`src/rtl/uart_rx_param.sv`:
```
// uart_rx_param: oversampled UART receiver with configurable data width, parity, stop bits and a valid/ready output.
//   clk, rst         : system clock, synchronous active-high reset
//   tick             : baud enable, OVERSAMPLE pulses per bit
//   rx               : asynchronous serial line, idle high
//   rx_data          : received word, LSB first on the line
//   rx_valid/rx_ready: output handshake, word held until accepted
//   frame_err        : a stop bit of this word sampled low
//   parity_err       : parity mismatch for this word
//   overrun          : sticky, a word was dropped while rx_valid was pending
//   busy             : receiver is inside a frame
module uart_rx_param #(
  parameter int DATA_BITS   = 8,
  parameter int OVERSAMPLE  = 16,
  parameter int PARITY_EN   = 0,
  parameter int PARITY_ODD  = 0,
  parameter int STOP_BITS   = 1,
  parameter int SYNC_STAGES = 2
) (
  input  logic                 clk,
  input  logic                 rst,
  input  logic                 tick,
  input  logic                 rx,
  output logic [DATA_BITS-1:0] rx_data,
  output logic                 rx_valid,
  input  logic                 rx_ready,
  output logic                 frame_err,
  output logic                 parity_err,
  output logic                 overrun,
  output logic                 busy
);
  localparam int TW = $clog2(OVERSAMPLE);
  localparam int BW = $clog2(DATA_BITS + 1);
  typedef enum logic [2:0] {IDLE, START, DATA, PARITY, STOP} state_t;
  state_t state;
  logic [SYNC_STAGES-1:0] sync;
  logic [TW-1:0] tick_cnt;
  logic [BW-1:0] bit_cnt;
  logic [DATA_BITS-1:0] shreg;
  logic rx_s, rx_prev, ferr, perr, mid, centre, last_data, last_stop, done, load;
  assign rx_s      = sync[SYNC_STAGES-1];
  assign mid       = tick_cnt == TW'(OVERSAMPLE / 2 - 1);
  assign centre    = tick_cnt == TW'(OVERSAMPLE - 1);
  assign last_data = bit_cnt == BW'(DATA_BITS - 1);
  assign last_stop = bit_cnt == BW'(STOP_BITS - 1);
  assign done      = tick && state == STOP && centre && last_stop;
  assign load      = done && (!rx_valid || rx_ready);
  assign busy      = state != IDLE;
  always_ff @(posedge clk)
    if (rst) sync <= '1;
    else sync <= {sync[SYNC_STAGES-2:0], rx};
  always_ff @(posedge clk) begin
    if (rst) begin
      state      <= IDLE;
      tick_cnt   <= '0;
      bit_cnt    <= '0;
      shreg      <= '0;
      ferr       <= 1'b0;
      perr       <= 1'b0;
      rx_prev    <= 1'b1;
      rx_data    <= '0;
      rx_valid   <= 1'b0;
      frame_err  <= 1'b0;
      parity_err <= 1'b0;
      overrun    <= 1'b0;
    end else begin
      if (tick) begin
        // rx_prev makes IDLE wait for a real falling edge, so a line held low after a bad stop bit is not re-read as a start bit
        rx_prev  <= rx_s;
        tick_cnt <= tick_cnt + 1'b1;
        case (state)
          IDLE: begin
            tick_cnt <= '0;
            if (!rx_s && rx_prev) state <= START;
          end
          START:
            if (mid) begin
              tick_cnt <= '0;
              bit_cnt  <= '0;
              ferr     <= 1'b0;
              perr     <= 1'b0;
              state    <= rx_s ? IDLE : DATA;
            end
          DATA:
            if (centre) begin
              tick_cnt <= '0;
              shreg    <= {rx_s, shreg[DATA_BITS-1:1]};
              bit_cnt  <= last_data ? '0 : bit_cnt + 1'b1;
              if (last_data) state <= PARITY_EN != 0 ? PARITY : STOP;
            end
          PARITY:
            if (centre) begin
              tick_cnt <= '0;
              perr     <= (^shreg ^ rx_s) != (PARITY_ODD != 0);
              state    <= STOP;
            end
          STOP:
            if (centre) begin
              tick_cnt <= '0;
              ferr     <= ferr | !rx_s;
              bit_cnt  <= last_stop ? '0 : bit_cnt + 1'b1;
              if (last_stop) state <= IDLE;
            end
          default: state <= IDLE;
        endcase
      end
      // a completion wins over a plain accept; a blocked completion keeps the old word and flags overrun
      if (load) begin
        rx_data    <= shreg;
        frame_err  <= ferr | !rx_s;
        parity_err <= perr;
        rx_valid   <= 1'b1;
        if (rx_valid) overrun <= 1'b0;
      end else if (done) begin
        overrun <= 1'b1;
      end else if (rx_valid && rx_ready) begin
        rx_valid <= 1'b0;
        overrun  <= 1'b0;
      end
    end
  end
endmodule

```
`config.mk`:
```
export PLATFORM = sky130hd
export DESIGN_NAME = uart_rx_param
export DESIGN_NICKNAME = d
export VERILOG_FILES = /design/src/rtl/uart_rx_param.sv
export SDC_FILE = /design/constraint.sdc
export NUM_CORES = 1
export LEC_CHECK = 0
export ABC_AREA = 1
export BUFFER_PORTS_ARGS = -buffer_cell sky130_fd_sc_hd__buf_4
export CORE_UTILIZATION = 62
export CTS_CLUSTER_DIAMETER = 40
export CTS_CLUSTER_SIZE = 12
export DETAILED_ROUTE_END_ITERATION = 16
export PLACE_DENSITY = 0.83
export SKIP_CTS_REPAIR_TIMING = 1
export SLEW_MARGIN = 20
export SYNTH_ARGS = -nofsm -noshare
export SYNTH_HDL_FRONTEND = slang
export SYNTH_SLANG_ARGS = --single-unit
```
`constraint.sdc`:
```
create_clock -name clk -period 3.6 [get_ports clk]
set_clock_uncertainty 0.1 [all_clocks]
set_input_delay 0.72 -clock clk [delete_from_list [all_inputs] [get_ports clk]]
set_output_delay 0.72 -clock clk [all_outputs]
set_load 0.02 [all_outputs]
```
==> results.ini, run 1 <==
[die]
row_count = 19
core_um2 = 2730
start_util_pct = 65.1
design.die.area_um2 = 3090
num_io_pins = 18
die_y_um = 55.6
die_x_um = 55.6

[synthesis]
yosysWarnings = 0
ys_seq_elements = 36
synth.avg_cell_area_um2 = 7.24
yosys.cell_types.count = 30
synth_top_cell_by_area = dfxtp_1
yosysTopAreaCellShare_pct = 40.5
synth_fp_nets = 254
synth.area.top_cells = dfxtp_1, nand2_1, a21oi_1
synth_area_um2 = 1780
ys_seq_area_share_pct = 40.5
synthCells = 246

[global_routing]
gr-total-overflow = 0
grt_max_degree = 24
grt_pass1_vias = 1427
track_usage_pct = 25.3
antenna_found_initial = 0
grt_pass1_wl_um = 6150

[drt]
drtAntennaViolNets = 0
wl_met2_um = 1600
drc = 0
drt-total-wl_um = 3510
highest_layer = met4
vias = 1576
route.met3.wl_um = 158
m1WireLength_um = 1710
drtPass1Iterations = 4
viasPerCell = 5.31
routedWlPerCell_um = 11.8
drt-initial-drc-count = 60

[placed_design]
post_dp_cell_area_um2 = 1920
dp.cells = 289
post-place-ws_ns = 1.59
dp_hpwl_um = 2490
gp_congestion = 0.804
portBuffers = 17

[final_layout]
n_antenna_cell = 0
mostFrequentLayoutCell = nand2_1
area_growth_pct = 11.9
mostFrequentLayoutCells = nand2_1, dfxtp_1, inv_1
fin_cells = 297
drive_above_1_share_pct = 20.3
fin_area_um2 = 1990
num-nets-final = 273
n_fill_cell = 235

[clock_network]
root_buffer = clkbuf_4
cts_inserted_buffers = 5
clk-insertion-delay-late_ns = 0.35
cts_buffer_depth = 2
cts_tree = yes
clk_pin_slew_ns = 0.12
htreeDepth = 2
clock-sinks = 36

[timing]
worstMarginPinSlew_ns = 0.639
whs_ns = 0.328
finalCriticalPeriod_ns = 2.20
slew_headroom_pct = 57.3
min_period_over_period_pct = 61.0
fin_tns_setup_ns = 0
rsz0062_at_grt = false
final-max-slew-violation-count = 0
hold_violations = 0
worst_slack_ns = 1.40
setup_violations = 0
fmax_mhz = 455

[setup_path]
critPathLaunchType = flip-flop
path_class = flip-flop to primary output
critical_path_arrival_ns = 1.38
max_stage_delay_ns = 0.39
cp_cell_sequence = inv_2 > nand2_1 > nor2_1 > inv_1 > buf_4
worst_path_max_delay_cell = dfxtp_1
critical_path.max_fanout = 5
end_kind = primary output
cp.required_ns = 2.78

[power_and_ir_drop]
power.density_nw_per_um2 = 367
leakagePower_nw = 0.893
vdd_drop_max_mv = 0.406

[min_path]
hold_path.class = flip-flop to flip-flop

[job]
max_cap_violations = 0

[run_status]
status = complete, no violations

## final timing paths
kind	end	slack [ns]	startpoint	depth (start not counted)
max reg2reg	rx_data[5]	1.64	bit_cnt[0]	8
max	busy	1.40	state[0]	5
min	sync[1]	0.33	sync[0]	1
min reg2reg	sync[1]	0.33	sync[0]	1
## metrics by stage
stage / power [mW] / utilization (%)
after floorplan: 0.445 / -
final: 0.732 / 72.9
after global routing: 0.760 / 72.9
after detailed placement: 0.458 / 70.1
after global placement: 0.457 / 70.1
after CTS: 0.732 / 72.9
## kinds of logic (layout without fill, tap and decap cells)
logic type	after synthesis	count (layout)	synth area share, %
AOI/OAI and AO/OA	56	56	16.7
xor gates and xnor gates	5	5	2.46
adders and majority gates	3	3	2.11
buffers and inverters	42	62	9.49
DFF	36	36	40.5
and+or+nand+nor	104	104	28.8
## critical path, delay by kind of cell (launching register included)
family	cells	cell delay (ns)
buf+inv	3	0.40
flops	1	0.39
simple gates	2	0.26
## cell type report
type | count | area [µm²] | area share [%]
sequential | 36 | 721 | 36.2
inverter | 37 | 139 | 6.97
multi-input combinational | 168 | 891 | 44.7
clock inverter | 2 | 35.0 | 1.76
tap | 31 | 38.8 | 1.95
clock buffer | 6 | 41.3 | 2.07
timing repair buffer | 17 | 128 | 6.40
## synth_stat cells, drive strengths merged
library cell and number:
or2 2, dfxtp 36, nor2 28, nand4 1, xnor2 3, inv 37
o211ai 1, ha 3, clkbuf 3, xor2 2, nand3b 1, buf 2
a22oi 1, nand3 17, nand2 51, nor3 4, o21ai 25, a21oi 29
## flip-flops by register name, summed over array words and instances (netlist names), 2 cells and up
| signal | flops |
|---|---|
| bit_cnt | 4 |
| rx_data | 8 |
| shreg | 8 |
| state | 3 |
| sync | 2 |
| tick_cnt | 4 |
## report_power, final
| part | total [mW] | internal [mW] | switching, mW |
|---|---|---|---|
| combinational | 0.0445 | 0.0146 | 0.0298 |
| sequential | 0.405 | 0.402 | 0.00304 |
| clock | 0.282 | 0.146 | 0.137 |
## per-layer routing
layer / vias to the layer above / track usage [%]
met5: - / 0
met4: 0 / 10.0
met3: 8 / 7.67
met2: 29 / 39.2
met1: 713 / 32.9
li1: 826 / -
Power figures use the tool's default switching activity.
==> run 2: changes to the inputs <==
--- a/config.mk
+++ b/config.mk
@@ -5,13 +5,13 @@
 export SDC_FILE = /design/constraint.sdc
 export NUM_CORES = 1
 export LEC_CHECK = 0
-export ABC_AREA = 1
+export ABC_AREA = 0
 export BUFFER_PORTS_ARGS = -buffer_cell sky130_fd_sc_hd__buf_4
-export CORE_UTILIZATION = 62
+export CORE_UTILIZATION = 52
 export CTS_CLUSTER_DIAMETER = 40
 export CTS_CLUSTER_SIZE = 12
 export DETAILED_ROUTE_END_ITERATION = 16
-export PLACE_DENSITY = 0.83
+export PLACE_DENSITY = 0.74
 export SKIP_CTS_REPAIR_TIMING = 1
 export SLEW_MARGIN = 20
 export SYNTH_ARGS = -nofsm -noshare
==> constraint.sdc (replaced) <==
create_clock -name clk -period 2 [get_ports clk]
set_clock_uncertainty 0.1 [all_clocks]
set_input_delay 0.4 -clock clk [delete_from_list [all_inputs] [get_ports clk]]
set_output_delay 0.4 -clock clk [all_outputs]
set_load 0.02 [all_outputs]
==> run 2 against run 1 <==
  * Sequential power rose by 80%
  * Clock power rose by 82%
  * Wire length rose by 8.1%
  * Register-to-register slack got worse by 1.6 ns
  * Critical endpoint is now rx_data[6]
  * Largest power group unchanged
  * Final cell count fell by 10%
  * Cell area rose by 11%
  * Area after synthesis rose by 3.1%
  * Hold slack got worse by 0.19 ns
  * First-iteration DRC count rose by 23%
  * Sequential share of layout area fell by 3.4 points
==> results.ini, run 2 <==
[placed_design]
dp_hpwl_um = 2700  ; was 2490 µm
post-place-ws_ns = 0.0165  ; was 1.59 ns
portBuffers = 17  ; unchanged
dp.cells = 258  ; was 289
gp_congestion = 0.866  ; was 0.804

[job]
max_cap_violations = 0  ; unchanged

[drt]
routedWlPerCell_um = 14.3  ; was 11.8 µm
drtAntennaViolNets = 0  ; unchanged
drt-total-wl_um = 3800  ; was 3510 µm
vias = 1484  ; was 1576
drc = 0  ; unchanged
drtPass1Iterations = 4  ; unchanged
drt-initial-drc-count = 74  ; was 60
viasPerCell = 5.58  ; was 5.31

[synthesis]
synth-xor-area-share_pct = 5.04  ; was 2.46%
synth.area.top_cells = dfxtp_1, mux2i_1, nor2_1  ; was dfxtp_1, nand2_1, a21oi_1
synth_top_cell_by_area = dfxtp_1  ; unchanged
synthSimpleGateAreaFrac_pct = 24.7  ; was 28.8%
ys_seq_elements = 36  ; unchanged
ys_seq_area_share_pct = 39.3  ; was 40.5%
synthTopCellsByCount = dfxtp_1, nor2_1, mux2i_1  ; was nand2_1, dfxtp_1, inv_1
synth_fp_nets = 200  ; was 254
yosys.cell_types.count = 50  ; was 30
synth_compound_area_share_pct = 14.0  ; was 16.7%
synth_edf_count = 0  ; unchanged
post-synth-top-count-cell = dfxtp_1  ; was nand2_1
synth_area_um2 = 1840  ; was 1780 µm²
synthCells = 192  ; was 246
synth.avg_cell_area_um2 = 9.56  ; was 7.24 µm²
synth_mux_area_share_pct = 10.4  ; was 0%
postSynth.asyncResetShare_pct = 0  ; unchanged
yosysTopAreaCellShare_pct = 39.3  ; was 40.5%
yosysWarnings = 0  ; unchanged
synth-adder-area-share_pct = 2.04  ; was 2.11%
synth_top_family_by_area = simple AND/OR/NAND/NOR gates  ; unchanged
synth_ff_type = dfxtp_1  ; unchanged

[final_layout]
fin_cells = 266  ; was 297
mostFrequentLayoutCells = dfxtp_1, buf_4, nor2_1  ; was nand2_1, dfxtp_1, inv_1
num-nets-final = 227  ; was 273
area_growth_pct = 20.0  ; was 11.9%
drive_above_1_share_pct = 24.5  ; was 20.3%
reg_top3 = rx_data x8, shreg x8  ; unchanged
mostFrequentLayoutCell = dfxtp_1  ; was nand2_1
n_antenna_cell = 0  ; unchanged

[power_and_ir_drop]
switchingPower_mw = 0.304  ; was 0.170 mW
p_int_mw = 1.02  ; was 0.562 mW
vdd_drop_max_mv = 0.548  ; was 0.406 mV
p_seq_share_pct = 55.0  ; was 55.3%
pwr-share-clk_pct = 38.7  ; was 38.6%
power.density_nw_per_um2 = 601  ; was 367 nW/µm²
pwr-share-comb_pct = 6.3  ; was 6.1%
netSwitchingFraction_pct = 22.9  ; was 23.2%
leakagePower_nw = 0.921  ; was 0.893 nW

[global_routing]
grt_pass1_wl_um = 6010  ; was 6150 µm
grt_pass1_vias = 1371  ; was 1427
grt_max_degree = 41  ; was 24
gr-total-overflow = 0  ; unchanged
track_usage_pct = 22.4  ; was 25.3%
antenna_found_initial = 0  ; unchanged

[clock_network]
cts_buffer_depth = 2  ; unchanged
htreeDepth = 2  ; unchanged
cts_inserted_buffers = 5  ; unchanged
root_buffer = clkbuf_4  ; unchanged
clock-sinks = 36  ; unchanged
clk_pin_slew_ns = 0.11  ; was 0.12 ns
clk-insertion-delay-late_ns = 0.34  ; was 0.35 ns
cts_tree = yes  ; unchanged

[min_path]
hold_depth = 2  ; was 1
hold_path.class = input pin to flip-flop  ; was flip-flop to flip-flop

[die]
num_io_pins = 18  ; unchanged
die_y_um = 61.4  ; was 55.6 µm
start_util_pct = 54.6  ; was 65.1%
design.die.area_um2 = 3770  ; was 3090 µm²
die_x_um = 61.4  ; was 55.6 µm
row_count = 21  ; was 19
core_um2 = 3360  ; was 2730 µm²

[setup_path]
end_kind = flip-flop  ; was primary output
critical_path.max_fanout = 9  ; was 5
cp.required_ns = 2.13  ; was 2.78 ns
rr_worst_depth = 5  ; was 8
path_class = flip-flop to flip-flop  ; was flip-flop to primary output
critPathLaunchType = flip-flop  ; unchanged
critical_path_arrival_ns = 2.04  ; was 1.38 ns

[timing]
final-max-slew-violation-count = 0  ; unchanged
slew_headroom_pct = 67.8  ; was 57.3%
hold_violations = 0  ; unchanged
fmax_mhz = 523
worstMarginPinSlew_ns = 0.482  ; was 0.639 ns
rsz0062_at_grt = false  ; unchanged
setup_violations = 0  ; unchanged
min_period_over_period_pct = 95.6
finalCriticalPeriod_ns = 1.91
worst_slack_ns = 0.0889  ; was 1.40 ns

[run_status]
status = complete, no violations  ; unchanged

==> run 2: cell count changes in the layout (fill, tap and decap cells not counted), sizes merged, moves of 9 or more <==
| cell | previous run | this run |
|---|---|---|
| a21oi | 29 | 8 |
| mux2i | 0 | 18 |
| nand2 | 51 | 4 |
| nand3 | 17 | 3 |
| inv | 37 | 6 |
| nand2b | 0 | 9 |
| o21ai | 25 | 6 |
| buf | 17 | 32 |
==> run 2: kinds of logic after synthesis <==
family          after synthesis
fa+ha+maj                     3
xor+xnor                      9
simple gates                 73
buf+inv                      18
compound gates               34
mux                          19
flops                        36
==> run 2: path summary, 6_finish.rpt <==
check	startpoint	slack, ns	endpoint
min	rx_ready	0.14	overrun
max	state[2]	0.09	rx_data[6]
max reg2reg	state[2]	0.09	rx_data[6]
min reg2reg	sync[0]	0.35	sync[1]
==> run 2: power by group through the flow <==
| stage | Clock (mW) | Combinational, mW | Sequential (mW) |
|---|---|---|---|
| 3_5_place_dp | 0 | 0.0809 | 0.743 |
| 6_report | 0.512 | 0.0840 | 0.728 |
| 4_1_cts | 0.522 | 0.0817 | 0.727 |
| 3_3_place_gp | 0 | 0.0781 | 0.743 |
| 2_1_floorplan | 0 | 0.0577 | 0.740 |
| 5_1_grt | 0.560 | 0.0911 | 0.729 |
==> run 2: metal layers <==
| layer | share of wire [%] | track usage (%) |
|---|---|---|
| met5 | 0 | 0 |
| met3 | 3.0 | 6.72 |
| met4 | 0.92 | 10.8 |
| met2 | 51 | 38.4 |
| met1 | 45 | 25.6 |
==> run 2: through the flow <==
stage	power, mW	TNS [ns]	area (µm²)	hold slack [ns]	util, %
floorplan	0.797	0	1840	0.289	-
global placement	0.821	0	2090	0.305	62.1
detailed placement	0.824	0	2090	0.313	62.1
CTS	1.33	-0.0602	2170	0.120	64.4
global route	1.38	0	2200	0.113	65.5
finish	1.32	0	2200	0.137	65.5
==> run 2: final cells by class <==
| class | instances | area (µm²) |
|---|---|---|
| clock inverters | 3 | 42.5 |
| clock buffers | 5 | 37.5 |
| flip-flops and latches | 36 | 721 |
| repair buffers | 32 | 253 |
| inverters | 6 | 22.5 |
| well taps | 46 | 57.6 |
| fillers | 298 | 1160 |
| multi-input cells | 138 | 1070 |
==> run 2: critical path, stage by stage (launching register included) <==
cell	delay (ns)
dfxtp_1	0.49
or3b_4	0.45
nand4bb_1	0.27
buf_4	0.24
mux2i_1	0.18
nor2_1	0.06
==> run 3: changes to the inputs <==
--- a/config.mk
+++ b/config.mk
@@ -7,11 +7,12 @@
 export LEC_CHECK = 0
 export ABC_AREA = 0
 export BUFFER_PORTS_ARGS = -buffer_cell sky130_fd_sc_hd__buf_4
-export CORE_UTILIZATION = 52
+export CORE_UTILIZATION = 55
+export CTS_BUF_LIST = sky130_fd_sc_hd__clkbuf_2
 export CTS_CLUSTER_DIAMETER = 40
 export CTS_CLUSTER_SIZE = 12
 export DETAILED_ROUTE_END_ITERATION = 16
-export PLACE_DENSITY = 0.74
+export PLACE_DENSITY = 0.78
 export SKIP_CTS_REPAIR_TIMING = 1
 export SLEW_MARGIN = 20
 export SYNTH_ARGS = -nofsm -noshare
==> run 3 against run 2 <==
  * Maximum frequency is 0.32% lower
  * Cell area is 0.40% lower
  * Sequential share of layout area is 0.30 points higher
  * First-iteration DRC count is 22% lower
  * Power is 4.3% lower
  * Clock-buffer cell count stayed put
  * Final cell count is 0.38% lower
  * Flip-flop and latch count stayed put
  * Critical endpoint is now state[1]
  * Largest cell class unchanged
  * Largest power group unchanged
==> results.ini, run 3 (synthesized netlist as in run 2, its figures left out) <==
[final_layout]
multi_input_area_um2 = 1060  ; was 1070 µm²
ff_latch_area_um2 = 724  ; was 721 µm²
mostFrequentLayoutCell = dfxtp_1  ; unchanged
num-nets-final = 228  ; was 227
drive_above_1_share_pct = 26.7  ; was 24.5%
area_growth_pct = 19.6  ; was 20.0%
mostFrequentLayoutCells = dfxtp_1, buf_4, nor2_1  ; unchanged
n_antenna_cell = 0  ; unchanged
final_util_pct = 70.7  ; was 65.5%
n_fill_cell = 266  ; was 298
reg_top3 = rx_data x8, shreg x8  ; unchanged

[timing]
whs_ns = 0.0718  ; was 0.137 ns
finalCriticalPeriod_ns = 1.92  ; was 1.91 ns
min_period_over_period_pct = 95.9  ; was 95.6%
hold_violations = 0  ; unchanged
final-max-slew-violation-count = 0  ; unchanged
slew_headroom_pct = 70.4  ; was 67.8%
worst_slack_ns = 0.0827  ; was 0.0889 ns
fmax_mhz = 522  ; was 523 MHz
fin_tns_setup_ns = 0  ; unchanged
worstMarginPinSlew_ns = 0.444  ; was 0.482 ns
setup_violations = 0  ; unchanged

[clock_network]
cts_inserted_buffers = 5  ; unchanged
htreeDepth = 2  ; unchanged
clock-sinks = 36  ; unchanged
root_buffer = clkbuf_2  ; was clkbuf_4
clk_pin_slew_ns = 0.19  ; was 0.11 ns
cts_tree = yes  ; unchanged
cts_buffer_depth = 2  ; unchanged
clk-insertion-delay-late_ns = 0.38  ; was 0.34 ns

[global_routing]
grt_max_degree = 41  ; unchanged
track_usage_pct = 23.8  ; was 22.4%
gr-total-overflow = 0  ; unchanged
grt_pass1_vias = 1426  ; was 1371
antenna_found_initial = 0  ; unchanged
grt_pass1_wl_um = 6300  ; was 6010 µm

[power_and_ir_drop]
leakagePower_nw = 0.928  ; was 0.921 nW
vdd_drop_max_mv = 0.465  ; was 0.548 mV
power.density_nw_per_um2 = 577  ; was 601 nW/µm²

[run_status]
status = complete, no violations  ; unchanged

[die]
num_io_pins = 18  ; unchanged
core_um2 = 3100  ; was 3360 µm²
design.die.area_um2 = 3570  ; was 3770 µm²
row_count = 20  ; was 21
start_util_pct = 59.2  ; was 54.6%
die_y_um = 59.8  ; was 61.4 µm
die_x_um = 59.8  ; was 61.4 µm

[drt]
drtPass1Iterations = 4  ; unchanged
wl_met2_um = 1910  ; was 1950 µm
m1WireLength_um = 1640  ; was 1690 µm
vias = 1517  ; was 1484
drc = 0  ; unchanged
viasPerCell = 5.72  ; was 5.58
drt-initial-drc-count = 58  ; was 74
drt-total-wl_um = 3720  ; was 3800 µm
highest_layer = met4  ; unchanged
route.met3.wl_um = 131  ; was 114 µm
drtAntennaViolNets = 0  ; unchanged
routedWlPerCell_um = 14.1  ; was 14.3 µm

[setup_path]
critical_path_arrival_ns = 2.10  ; was 2.04 ns
critical_path.max_fanout = 4  ; was 9
end_kind = flip-flop  ; unchanged
worst_path_max_delay_cell = dfxtp_2  ; was dfxtp_1
critPathLaunchType = flip-flop  ; unchanged
cp_cell_sequence = inv_1 > ha_1 > nor3b_4 > o32ai_4 > nor4_4 > mux2_1  ; was or3b_4 > nand4bb_1 > buf_4 > mux2i_1 > nor2_1
max_stage_delay_ns = 0.38  ; was 0.49 ns
path_class = flip-flop to flip-flop  ; unchanged
cp.required_ns = 2.19  ; was 2.13 ns

[placed_design]
post-place-ws_ns = 0.0590  ; was 0.0165 ns
dp_hpwl_um = 2600  ; was 2700 µm
gp_congestion = 0.897  ; was 0.866
portBuffers = 17  ; unchanged

[job]
max_cap_violations = 0  ; unchanged

[min_path]
hold_path.class = input pin to flip-flop  ; unchanged

==> run 3: critical path, delay by kind of cell, from the launching register on <==
kind | cells | cell delay [ns]
adders and majority gates | 1 | 0.15
and+or+nand+nor | 2 | 0.60
DFF | 1 | 0.38
buffers and inverters | 1 | 0.08
AOI/OAI and AO/OA | 1 | 0.16
muxes | 1 | 0.34
==> run 3: layout make-up <==
cell class                      count  area share, %
Clock buffer                        5           1.14
Inverter                            6           1.03
Clock inverter                      3           1.94
Multi-Input combinational cell    138           48.5
Sequential cell                    36           33.0
Timing Repair Buffer               33           11.9
Tap cell                           44           2.51
==> run 3: power by group <==
group | switching [mW] | internal, mW | leakage [nW] | total [mW]
sequential | 0.00644 | 0.724 | 0.292 | 0.730
combinational | 0.0442 | 0.0385 | 0.597 | 0.0828
clock | 0.246 | 0.209 | 0.0390 | 0.455
==> run 3: path summary, 6_finish.rpt <==
| check | cells past startpoint | from | slack (ns) | endpoint |
|---|---|---|---|---|
| setup / recovery | 6 | bit_cnt[0] | 0.08 | state[1] |
| setup reg to reg | 6 | bit_cnt[0] | 0.08 | state[1] |
| hold / removal | 2 | rx_ready | 0.07 | overrun |
| hold reg to reg | 1 | sync[0] | 0.36 | sync[1] |
==> run 3: metrics by stage <==
step	cells	instance area [µm²]	power, mW
after floorplan	192	1840	0.797
after global placement	254	2070	0.819
after detailed placement	254	2070	0.821
after CTS	262	2140	1.28
after global routing	265	2190	1.32
final	265	2190	1.27
==> run 3: metal layers <==
metal  vias up  global-route usage (%)
li1        741                       -
met1       738                    28.7
met2        30                    39.7
met3         8                    5.84
met4         0                    11.0
met5         -                       0
